[src/rtl/cp0_reg_if.sv]
// Bus between the memory-stage pipeline and the CP0 register file:
// mtc0/mfc0 access, interrupt lines, exception info and redirect results.
interface cp0_reg_if;
  logic        we_i;
  logic [4:0]  waddr_i;
  logic [31:0] wdata_i;
  logic [4:0]  raddr_i;
  logic [5:0]  int_i;
  logic [31:0] excepttype_i;
  logic [31:0] pc_i;
  logic        in_delayslot_i;
  logic [31:0] bad_addr_i;
  logic [31:0] rdata_o;
  logic [31:0] status_o;
  logic [31:0] cause_o;
  logic [31:0] epc_o;
  logic        timer_int_o;
  logic        flush_o;
  logic [31:0] newpc_o;

  modport master (
    output we_i, waddr_i, wdata_i, raddr_i, int_i, excepttype_i, pc_i,
           in_delayslot_i, bad_addr_i,
    input  rdata_o, status_o, cause_o, epc_o, timer_int_o, flush_o, newpc_o
  );

  modport slave (
    input  we_i, waddr_i, wdata_i, raddr_i, int_i, excepttype_i, pc_i,
           in_delayslot_i, bad_addr_i,
    output rdata_o, status_o, cause_o, epc_o, timer_int_o, flush_o, newpc_o
  );
endinterface

[src/rtl/cp0_reg.sv]
// MIPS-32 coprocessor-0 register file: Status/Cause/EPC/BadVAddr update on
// exceptions, mtc0/mfc0 access, Count/Compare timer and pipeline redirect.
module cp0_reg #(
  parameter logic [31:0] EXC_VECTOR   = 32'hBFC00380,
  parameter logic [31:0] PRID_VALUE   = 32'h00004220,
  parameter logic [31:0] CONFIG_VALUE = 32'h00008000
) (
  input logic      clk,
  input logic      rst,
  cp0_reg_if.slave bus
);
  localparam logic [31:0] STATUS_RST   = 32'h00400000;
  localparam logic [31:0] STATUS_WMASK = 32'h0000FF03;
  localparam logic [4:0]  A_BADVADDR   = 5'd8;
  localparam logic [4:0]  A_COUNT      = 5'd9;
  localparam logic [4:0]  A_COMPARE    = 5'd11;
  localparam logic [4:0]  A_STATUS     = 5'd12;
  localparam logic [4:0]  A_CAUSE      = 5'd13;
  localparam logic [4:0]  A_EPC        = 5'd14;
  localparam logic [4:0]  A_PRID       = 5'd15;
  localparam logic [4:0]  A_CONFIG     = 5'd16;

  logic [31:0] status_q, status_d;
  logic [31:0] cause_q, cause_d;
  logic [31:0] epc_q, epc_d;
  logic [31:0] badvaddr_q, badvaddr_d;
  logic [31:0] count_q, count_d;
  logic [31:0] compare_q, compare_d;
  logic        tick_q;
  logic        timer_int_q, timer_int_d;
  logic        is_exc, is_addr_exc, is_eret;
  logic [4:0]  exc_code;

  // Only the listed codes raise an exception; any other nonzero value is dropped.
  always_comb begin
    is_exc      = 1'b0;
    is_addr_exc = 1'b0;
    case (bus.excepttype_i)
      32'h01, 32'h08, 32'h09, 32'h0a, 32'h0c: is_exc = 1'b1;
      32'h04, 32'h05: begin
        is_exc      = 1'b1;
        is_addr_exc = 1'b1;
      end
      default: ;
    endcase
  end

  assign is_eret  = (bus.excepttype_i == 32'h0000000e);
  assign exc_code = (bus.excepttype_i == 32'h00000001) ? 5'd0 : bus.excepttype_i[4:0];

  always_comb begin
    status_d    = status_q;
    cause_d     = cause_q;
    epc_d       = epc_q;
    badvaddr_d  = badvaddr_q;
    compare_d   = compare_q;
    count_d     = tick_q ? count_q + 32'd1 : count_q;
    timer_int_d = timer_int_q | ((count_q == compare_q) && (compare_q != 32'd0));
    cause_d[15:10] = bus.int_i;
    cause_d[15]    = bus.int_i[5] | timer_int_q;
    if (bus.we_i) begin
      case (bus.waddr_i)
        A_COUNT:   count_d = bus.wdata_i;
        A_COMPARE: begin
          compare_d   = bus.wdata_i;
          timer_int_d = 1'b0;
        end
        A_STATUS:  status_d = (status_q & ~STATUS_WMASK) | (bus.wdata_i & STATUS_WMASK);
        A_CAUSE:   cause_d[9:8] = bus.wdata_i[9:8];
        A_EPC:     epc_d = bus.wdata_i;
        default: ;
      endcase
    end
    // Exception fields are applied after the mtc0 write so they win on overlap.
    if (is_exc) begin
      status_d[1]   = 1'b1;
      cause_d[6:2]  = exc_code;
      if (!status_q[1]) begin
        epc_d       = bus.in_delayslot_i ? bus.pc_i - 32'd4 : bus.pc_i;
        cause_d[31] = bus.in_delayslot_i;
      end
      if (is_addr_exc) badvaddr_d = bus.bad_addr_i;
    end else if (is_eret) begin
      status_d[1] = 1'b0;
    end
  end

  always_ff @(posedge clk or negedge rst) begin
    if (!rst) begin
      status_q    <= STATUS_RST;
      cause_q     <= 32'd0;
      epc_q       <= 32'd0;
      badvaddr_q  <= 32'd0;
      count_q     <= 32'd0;
      compare_q   <= 32'd0;
      tick_q      <= 1'b0;
      timer_int_q <= 1'b0;
    end else begin
      status_q    <= status_d;
      cause_q     <= cause_d;
      epc_q       <= epc_d;
      badvaddr_q  <= badvaddr_d;
      count_q     <= count_d;
      compare_q   <= compare_d;
      tick_q      <= ~tick_q;
      timer_int_q <= timer_int_d;
    end
  end

  always_comb begin
    case (bus.raddr_i)
      A_BADVADDR: bus.rdata_o = badvaddr_q;
      A_COUNT:    bus.rdata_o = count_q;
      A_COMPARE:  bus.rdata_o = compare_q;
      A_STATUS:   bus.rdata_o = status_q;
      A_CAUSE:    bus.rdata_o = cause_q;
      A_EPC:      bus.rdata_o = epc_q;
      A_PRID:     bus.rdata_o = PRID_VALUE;
      A_CONFIG:   bus.rdata_o = CONFIG_VALUE;
      default:    bus.rdata_o = 32'd0;
    endcase
  end

  // eret forwards a same-cycle mtc0 EPC write so the redirect sees the new value.
  always_comb begin
    bus.flush_o = is_exc | is_eret;
    if (is_exc)
      bus.newpc_o = EXC_VECTOR;
    else if (is_eret)
      bus.newpc_o = (bus.we_i && bus.waddr_i == A_EPC) ? bus.wdata_i : epc_q;
    else
      bus.newpc_o = 32'd0;
  end

  assign bus.status_o    = status_q;
  assign bus.cause_o     = cause_q;
  assign bus.epc_o       = epc_q;
  assign bus.timer_int_o = timer_int_q;
endmodule

[src/flat_wrapper.sv]
// flat-port wrapper written by rule: the top's interface ports become plain ports
module cp0_reg_flat 
#(
  parameter logic [31:0] EXC_VECTOR   = 32'hBFC00380,
  parameter logic [31:0] PRID_VALUE   = 32'h00004220,
  parameter logic [31:0] CONFIG_VALUE = 32'h00008000
)
  (clk, rst, bus_we_i, bus_waddr_i, bus_wdata_i, bus_raddr_i, bus_int_i, bus_excepttype_i, bus_pc_i, bus_in_delayslot_i, bus_bad_addr_i, bus_rdata_o, bus_status_o, bus_cause_o, bus_epc_o, bus_timer_int_o, bus_flush_o, bus_newpc_o);
  cp0_reg_if bus_i ();
  input logic clk;
  input logic rst;
  input wire logic [$bits(bus_i.we_i)-1:0] bus_we_i;
  input wire logic [$bits(bus_i.waddr_i)-1:0] bus_waddr_i;
  input wire logic [$bits(bus_i.wdata_i)-1:0] bus_wdata_i;
  input wire logic [$bits(bus_i.raddr_i)-1:0] bus_raddr_i;
  input wire logic [$bits(bus_i.int_i)-1:0] bus_int_i;
  input wire logic [$bits(bus_i.excepttype_i)-1:0] bus_excepttype_i;
  input wire logic [$bits(bus_i.pc_i)-1:0] bus_pc_i;
  input wire logic [$bits(bus_i.in_delayslot_i)-1:0] bus_in_delayslot_i;
  input wire logic [$bits(bus_i.bad_addr_i)-1:0] bus_bad_addr_i;
  output wire logic [$bits(bus_i.rdata_o)-1:0] bus_rdata_o;
  output wire logic [$bits(bus_i.status_o)-1:0] bus_status_o;
  output wire logic [$bits(bus_i.cause_o)-1:0] bus_cause_o;
  output wire logic [$bits(bus_i.epc_o)-1:0] bus_epc_o;
  output wire logic [$bits(bus_i.timer_int_o)-1:0] bus_timer_int_o;
  output wire logic [$bits(bus_i.flush_o)-1:0] bus_flush_o;
  output wire logic [$bits(bus_i.newpc_o)-1:0] bus_newpc_o;
  assign bus_i.we_i = bus_we_i;
  assign bus_i.waddr_i = bus_waddr_i;
  assign bus_i.wdata_i = bus_wdata_i;
  assign bus_i.raddr_i = bus_raddr_i;
  assign bus_i.int_i = bus_int_i;
  assign bus_i.excepttype_i = bus_excepttype_i;
  assign bus_i.pc_i = bus_pc_i;
  assign bus_i.in_delayslot_i = bus_in_delayslot_i;
  assign bus_i.bad_addr_i = bus_bad_addr_i;
  assign bus_rdata_o = bus_i.rdata_o;
  assign bus_status_o = bus_i.status_o;
  assign bus_cause_o = bus_i.cause_o;
  assign bus_epc_o = bus_i.epc_o;
  assign bus_timer_int_o = bus_i.timer_int_o;
  assign bus_flush_o = bus_i.flush_o;
  assign bus_newpc_o = bus_i.newpc_o;
  cp0_reg #(.EXC_VECTOR(EXC_VECTOR), .PRID_VALUE(PRID_VALUE), .CONFIG_VALUE(CONFIG_VALUE)) u_core (.clk(clk), .rst(rst), .bus(bus_i));
endmodule
[config.mk]
export PLATFORM = sky130hd
export DESIGN_NAME = cp0_reg_flat
export DESIGN_NICKNAME = d
export VERILOG_FILES = /design/src/rtl/cp0_reg_if.sv /design/src/rtl/cp0_reg.sv /design/src/flat_wrapper.sv
export SDC_FILE = /design/constraint.sdc
export NUM_CORES = 1
export LEC_CHECK = 0
export BUFFER_PORTS_ARGS = -buffer_cell sky130_fd_sc_hd__buf_2
export CORE_AREA = 3 3 133 135
export CTS_BUF_LIST = sky130_fd_sc_hd__clkbuf_16
export CTS_CLUSTER_DIAMETER = 50
export DETAILED_ROUTE_END_ITERATION = 10
export DIE_AREA = 0 0 136 138
export MAX_ROUTING_LAYER = met4
export PLACE_DENSITY_LB_ADDON = 0.15
export SLEW_MARGIN = 20
export SYNTH_ARGS = -nofsm -noshare
export SYNTH_HDL_FRONTEND = slang
export SYNTH_SLANG_ARGS = --single-unit
[constraint.sdc]
create_clock -name clk -period 3.5 [get_ports clk]
set_input_delay 0.175 -clock clk [delete_from_list [all_inputs] [get_ports clk]]
set_output_delay 0.175 -clock clk [all_outputs]
set_load 0.02 [all_outputs]
==> flow_summary.json, run 1 <==
{
  "maxCapViolCount": 0,
  "synthTopCellsByCount": "dfrtp_1 (154), mux2_2 (79), nor2_1 (76), mux2i_1 (65), a22oi_1 (59)",
  "routed_wl_um": 31300,
  "leakagePower_nw": 5.36,
  "avgSynthCellArea_um2": 10.2,
  "final_util_pct": 69.2,
  "synthToLayoutAreaGrowth_pct": 25.8,
  "synth_top_family_by_area": "multiplexers",
  "finClkSkew_ns": 0.00759,
  "clock_latency_ns": 0.43,
  "synth-seq-area-share_pct": 42.3,
  "synth-compound-area-share_pct": 9.64,
  "grt_pass1_wl_um": 48400,
  "grt.total_usage_pct": 34.7,
  "core_area_um2": 16600,
  "synth_fa_ha_area_share_pct": 0.274,
  "hold_slack_ns": 0.0164,
  "start_util_pct": 55.0,
  "vias": 8348,
  "antenna_found_initial": 0,
  "min_period_ns": 2.66,
  "cts_buffers": 17,
  "die_y_um": 138,
  "tightest_slew_ns": 0.763,
  "hp-class": "input port to flop",
  "drive_gt1_share_pct": 34.6,
  "wire_per_inst_um": 22.2,
  "place_area_um2": 10500,
  "yosys.area.top_type": "dfrtp_1",
  "synthFlopType": "dfrtp_1",
  "start_kind": "input port",
  "worstPathRequired_ns": 3.32,
  "cts_tree": "yes",
  "grt_overflow": 0,
  "ys_types": 57,
  "finalNetCount": 1327,
  "reg2reg_from": "u_core.count_q[0]$_DFF_PN0_",
  "grt_pass1_vias": 8208,
  "viasPerCell": 5.92,
  "hold_start": "bus_bad_addr_i[25]",
  "hpwl_um": 23200,
  "arrival_ns": 2.48,
  "clkTransAtPathRegs_ns": 0.06,
  "dr.pass1.iters": 5,
  "final_max_slew_viol_count": 0,
  "die_w_um": 136,
  "p_per_area_nw_per_um2": 506,
  "r2r_cells": 6,
  "path_max_fanout": 34,
  "hold_viol_final": 0,
  "vdd_drop_max_mv": 0.378,
  "max_slew_margin_pct": 48.9,
  "synth_most_common_cell": "dfrtp_1",
  "worst_slack_ns": 0.841,
  "crit_path_end_kind": "output pin",
  "globalplace.congestion": 0.961,
  "syn-cell-area_um2": 9120,
  "syn_inst": 897,
  "final_cells": 1410,
  "dr.first_iter.drc_count": 820,
  "hold_path_depth": 2,
  "multi_input_area_um2": 4890,
  "min_to": "u_core.badvaddr_q[25]$_DFFE_PN0P_",
  "grt_max_degree": 81,
  "post_cts.repair.setup_buffers": 0,
  "ys_seq_elements": 154,
  "final_antenna_net_count": 0,
  "criticalPathCategory": "input port to output pin",
  "rows": 47,
  "htreeDepth": 4,
  "ff_latch_area_um2": 3850,
  "synth_warnings": 0,
  "synth_xor_area_share_pct": 8.74,
  "reg2reg_to": "u_core.count_q[30]$_DFF_PN0_",
  "post-route-period-util_pct": 76.0,
  "power_mw": 5.80,
  "rsz0062_at_grt": "false",
  "diodes": 0,
  "max_freq_mhz": 376,
  "status": "completed",
  "nFillCells": 1368,
  "drc": 0,
  "finalSetupViolCount": 0,
  "dp.cells": 1341,
  "cts_root_buffer": "clkbuf_16",
  "design_area_um2": 11500,
  "ios": 310,
  "die_area_um2": 18800,
  "synth-async-reset-ratio_pct": 100,
  "synth.top_cell.area_share_pct": 42.3,
  "synth_mux_area_share_pct": 16.9,
  "rrSetupSlack_ns": 1.23,
  "place_ws_ns": 0.814,
  "synth_edf_count": 0,
  "port_buffers": 269,
  "synth_area_leaders": "dfrtp_1 (42%), mux2_2 (9.8%), mux2i_1 (7.1%)",
  "tns_ns": 0,
  "clkSinkCount": 154,
  "clk_path_buf_depth": 2,
  "yosys.area_share.simple_pct": 15.9
}
-- power breakdown --
group | internal [mW] | switching, mW | leakage (nW)
combinational | 0.607 | 0.763 | 3.10
clock | 1.11 | 0.750 | 0.288
sequential | 2.08 | 0.500 | 1.97
total | 3.79 | 2.01 | 5.36
-- cell usage in the layout, fill, tap and decap left out, types with 40 or more instances in the layout --
cell / Yosys / routed
mux2i_1: 65 / 65
nand2_1: 50 / 50
xnor2_1: 56 / 56
conb_1: 2 / 40
buf_2: 15 / 268
mux2_2: 79 / 79
dfrtp_1: 154 / 154
a22oi_1: 59 / 59
nor2_1: 76 / 76
-- per-layer routing --
metal	GRT usage, %	share of wire, %	up-vias
li1	-	-	3738
met1	48.4	41	4022
met2	50.3	46	508
met3	7.70	10	80
met4	11.7	3.2	0
met5	-	0	-
-- flip-flops by register name, summed over array words and instances, names as in the netlist --
name / flops
u_core.tick_q: 1
u_core.badvaddr_q: 32
u_core.bus.status_o: 10
u_core.count_q: 32
u_core.bus.epc_o: 32
u_core.bus.timer_int_o: 1
u_core.compare_q: 32
u_core.bus.cause_o: 14
-- repair_timing --
item	CTS	global route
endpoints found under the hold margin	115	0
gates resized for setup	0	0
hold buffers	37	0
-- worst max-delay path by stage --
stage                                  to                  from  cells past startpoint
after detailed placement  bus_newpc_o[26]  bus_excepttype_i[14]                      7
after CTS                 bus_newpc_o[26]  bus_excepttype_i[14]                      7
final                     bus_newpc_o[26]   bus_excepttype_i[6]                      7
after global placement     bus_newpc_o[8]   bus_excepttype_i[6]                      7
after floorplan           bus_newpc_o[22]   bus_excepttype_i[6]                      7
after global routing      bus_newpc_o[31]   bus_excepttype_i[6]                      7
-- cell type report --
| type | count | area share (%) |
|---|---|---|
| inverter | 8 | 0.262 |
| timing repair buffer | 319 | 16.0 |
| clock buffer | 17 | 3.71 |
| tap | 220 | 2.40 |
| multi-input combinational | 677 | 42.7 |
| sequential | 154 | 33.6 |
| clock inverter | 15 | 1.39 |
-- critical path: stages --
cell and delay [ns]:
buf_2 0.10, nor4_1 0.27, nand4_1 0.17, nor2_1 0.27
or4b_2 0.98, o21ai_0 0.30, buf_2 0.20
-- cell families after synthesis --
family                   after synthesis
multiplexers                         144
buffers and inverters                104
XOR/XNOR                              91
AO/OA/AOI/OAI                        132
adder cells (fa/ha/maj)                2
AND/OR/NAND/NOR                      268
other                                  2
flip-flops                           154
Power figures use the tool's default switching activity.
==> run 2, diff against run 1 <==
--- a/config.mk
+++ b/config.mk
@@ -5,12 +5,13 @@
 export SDC_FILE = /design/constraint.sdc
 export NUM_CORES = 1
 export LEC_CHECK = 0
+export ABC_AREA = 1
 export BUFFER_PORTS_ARGS = -buffer_cell sky130_fd_sc_hd__buf_2
-export CORE_AREA = 3 3 133 135
+export CORE_AREA = 3 3 142 144
 export CTS_BUF_LIST = sky130_fd_sc_hd__clkbuf_16
 export CTS_CLUSTER_DIAMETER = 50
 export DETAILED_ROUTE_END_ITERATION = 10
-export DIE_AREA = 0 0 136 138
+export DIE_AREA = 0 0 145 147
 export MAX_ROUTING_LAYER = met4
 export PLACE_DENSITY_LB_ADDON = 0.15
 export SLEW_MARGIN = 20
==> constraint.sdc (replaced) <==
create_clock -name clk -period 2.6 [get_ports clk]
set_input_delay 0.13 -clock clk [delete_from_list [all_inputs] [get_ports clk]]
set_output_delay 0.13 -clock clk [all_outputs]
set_load 0.02 [all_outputs]
==> run 2 against run 1 <==
Against the previous run: critical path depth rose by 2; sequential share of layout area shrank 3.4 points; synthesized cell count grew 66%; combinational power grew 57%; largest power group unchanged; register-to-register slack got worse by 0.57 ns; clock skew is essentially flat; sequential power up 28%; area after synthesis up 11%; power rose by 40%.
==> flow_summary.json, run 2 <==
{
  "status": "completed",
  "hp-class": "input port to flop",
  "synth_warnings": 0,
  "hpwl_um": 30600,
  "cts_tree": "yes",
  "final_cell_mix": "nand2_1 (468), buf_2 (268), inv_1 (193)",
  "start_util_pct": 53.5,
  "avgSynthCellArea_um2": 6.79,
  "routed_wl_um": 39500,
  "grt.total_usage_pct": 37.1,
  "grt_overflow": 0,
  "globalplace.congestion": 0.999,
  "clock_latency_ns": 0.44,
  "reg2reg_to": "u_core.count_q[26]$_DFF_PN0_",
  "maxCapViolCount": 0,
  "finClkSkew_ns": 0.00794,
  "vias": 11100,
  "criticalPathCategory": "input port to output pin",
  "rows": 50,
  "finalSetupViolCount": 0,
  "hold_path_depth": 3,
  "clk_path_buf_depth": 2,
  "ios": 310,
  "finalNetCount": 1950,
  "path_max_fanout": 21,
  "tns_ns": 0,
  "die_area_um2": 21300,
  "max_freq_mhz": 413,
  "rrSetupSlack_ns": 0.66,
  "drc": 0,
  "die_w_um": 145,
  "hold_start": "bus_bad_addr_i[14]",
  "p_per_area_nw_per_um2": 637,
  "multi_input_area_um2": 5100,
  "ff_latch_area_um2": 3850,
  "final_antenna_net_count": 0,
  "core_area_um2": 18800,
  "die_y_um": 147,
  "synth-seq-area-share_pct": 38.2,
  "wire_per_inst_um": 19.0,
  "max_slew_margin_pct": 48.5,
  "nFillCells": 1669,
  "worstPathRequired_ns": 2.47,
  "r2r_cells": 9,
  "syn_inst": 1485,
  "viasPerCell": 5.35,
  "final_common_cell": "nand2_1",
  "arrival_ns": 2.29,
  "min_to": "u_core.badvaddr_q[14]$_DFFE_PN0P_",
  "syn-cell-area_um2": 10100,
  "power_mw": 8.14,
  "clkSinkCount": 154,
  "synth.top_cell.area_share_pct": 38.2,
  "synthFlopType": "dfrtp_1",
  "rsz0062_at_grt": "false",
  "cts-resized-gates": 0,
  "start_kind": "input port",
  "antenna_found_initial": 3,
  "final_max_slew_viol_count": 0,
  "post-route-period-util_pct": 93.1,
  "dr.first_iter.drc_count": 1163,
  "drive_gt1_share_pct": 18.8,
  "hold_viol_final": 0,
  "tightest_slew_ns": 0.772,
  "synth_edf_count": 0,
  "reg2reg_from": "u_core.count_q[0]$_DFF_PN0_",
  "cts_buffers": 17,
  "leakagePower_nw": 6.85,
  "grt_max_degree": 79,
  "synth_most_common_cell": "nand2_1",
  "dr.pass1.iters": 5,
  "synth-async-reset-ratio_pct": 100,
  "ys_types": 49,
  "grt_pass1_vias": 10500,
  "ys_seq_elements": 154,
  "grt_pass1_wl_um": 59300,
  "crit_path_end_kind": "output pin",
  "synth_area_leaders": "dfrtp_1 (38%), nand2_1 (17%), o21ai_0 (7.3%)",
  "synthTopCellsByCount": "nand2_1 (468), inv_1 (193), nor2_1 (164), dfrtp_1 (154), o21ai_0 (148)",
  "cts_root_buffer": "clkbuf_16",
  "yosys.area.top_type": "dfrtp_1",
  "htreeDepth": 4,
  "min_period_ns": 2.42,
  "synthToLayoutAreaGrowth_pct": 26.8,
  "clkTransAtPathRegs_ns": 0.06,
  "vdd_drop_max_mv": 0.465,
  "port_buffers": 269
}
==> run 2: cell families after synthesis <==
family                     Yosys count  share of synthesized area [%]
other                                2                         0.0745
and+or+nand+nor                    755                           31.5
xor gates and xnor gates            47                           4.08
DFF                                154                           38.2
buffers and inverters              288                           12.6
adders and majority gates            2                          0.248
AOI/OAI and AO/OA                  237                           13.3
==> run 2: layer usage <==
layer | part of all wire (%) | vias up | track usage [%]
met5 | 0 | - | -
li1 | - | 5245 | -
met4 | 4.9 | 0 | 15.6
met3 | 11 | 130 | 8.73
met1 | 39 | 5044 | 46.3
met2 | 46 | 702 | 58.5
==> run 2: stage by stage <==
step           instance area, um2  hold slack (ns)  std cells  setup WS [ns]  utilization [%]
6_report                    12800          0.00748       2077          0.178             67.8
2_1_floorplan               10200           -0.166       1523          0.915                -
5_1_grt                     12800           0.0224       2077         0.0276             67.8
3_3_place_gp                11500            0.238       1979          0.583             61.2
4_1_cts                     12800           0.0106       2073          0.151             67.8
3_5_place_dp                11500            0.235       1979          0.568             61.2
==> run 2: timing repair <==
item                                   in CTS  in global routing
buffers inserted                            0                  0
endpoints found under the hold margin     140                  0
hold buffers                               62                  0
==> run 2: final cells by class <==
type | instances | area share (%)
Tap cell | 260 | 2.55
Clock buffer | 17 | 3.33
Antenna cell | 4 | 0.0783
Sequential cell | 154 | 30.2
Clock inverter | 15 | 1.56
Multi-Input combinational cell | 1081 | 39.9
Timing Repair Buffer | 346 | 16.5
Inverter | 200 | 5.92
==> run 2: worst max path at each step <==
stage                         start               to  cells after the start
5_1_grt         bus_excepttype_i[0]   bus_newpc_o[8]                      9
2_1_floorplan  bus_excepttype_i[11]  bus_newpc_o[23]                      7
4_1_cts         bus_excepttype_i[0]  bus_newpc_o[23]                      9
3_5_place_dp         bus_waddr_i[4]  bus_newpc_o[25]                      8
6_report        bus_excepttype_i[0]  bus_newpc_o[25]                      9
3_3_place_gp         bus_waddr_i[4]  bus_newpc_o[25]                      8
==> run 2: critical path, cell delays in order <==
cell	delay (ns)
dlygate4sd3_1	0.53
buf_2	0.14
inv_1	0.09
nand2_1	0.07
nor4_1	0.24
and2_4	0.26
inv_1	0.32
o21ai_0	0.30
buf_2	0.21
==> run 2: power breakdown <==
part / leakage (nW) / internal (mW) / total [mW] / switching [mW]
Sequential: 1.94 / 2.77 / 3.30 / 0.530
Combinational: 4.62 / 0.765 / 2.15 / 1.38
Clock: 0.293 / 1.61 / 2.69 / 1.09
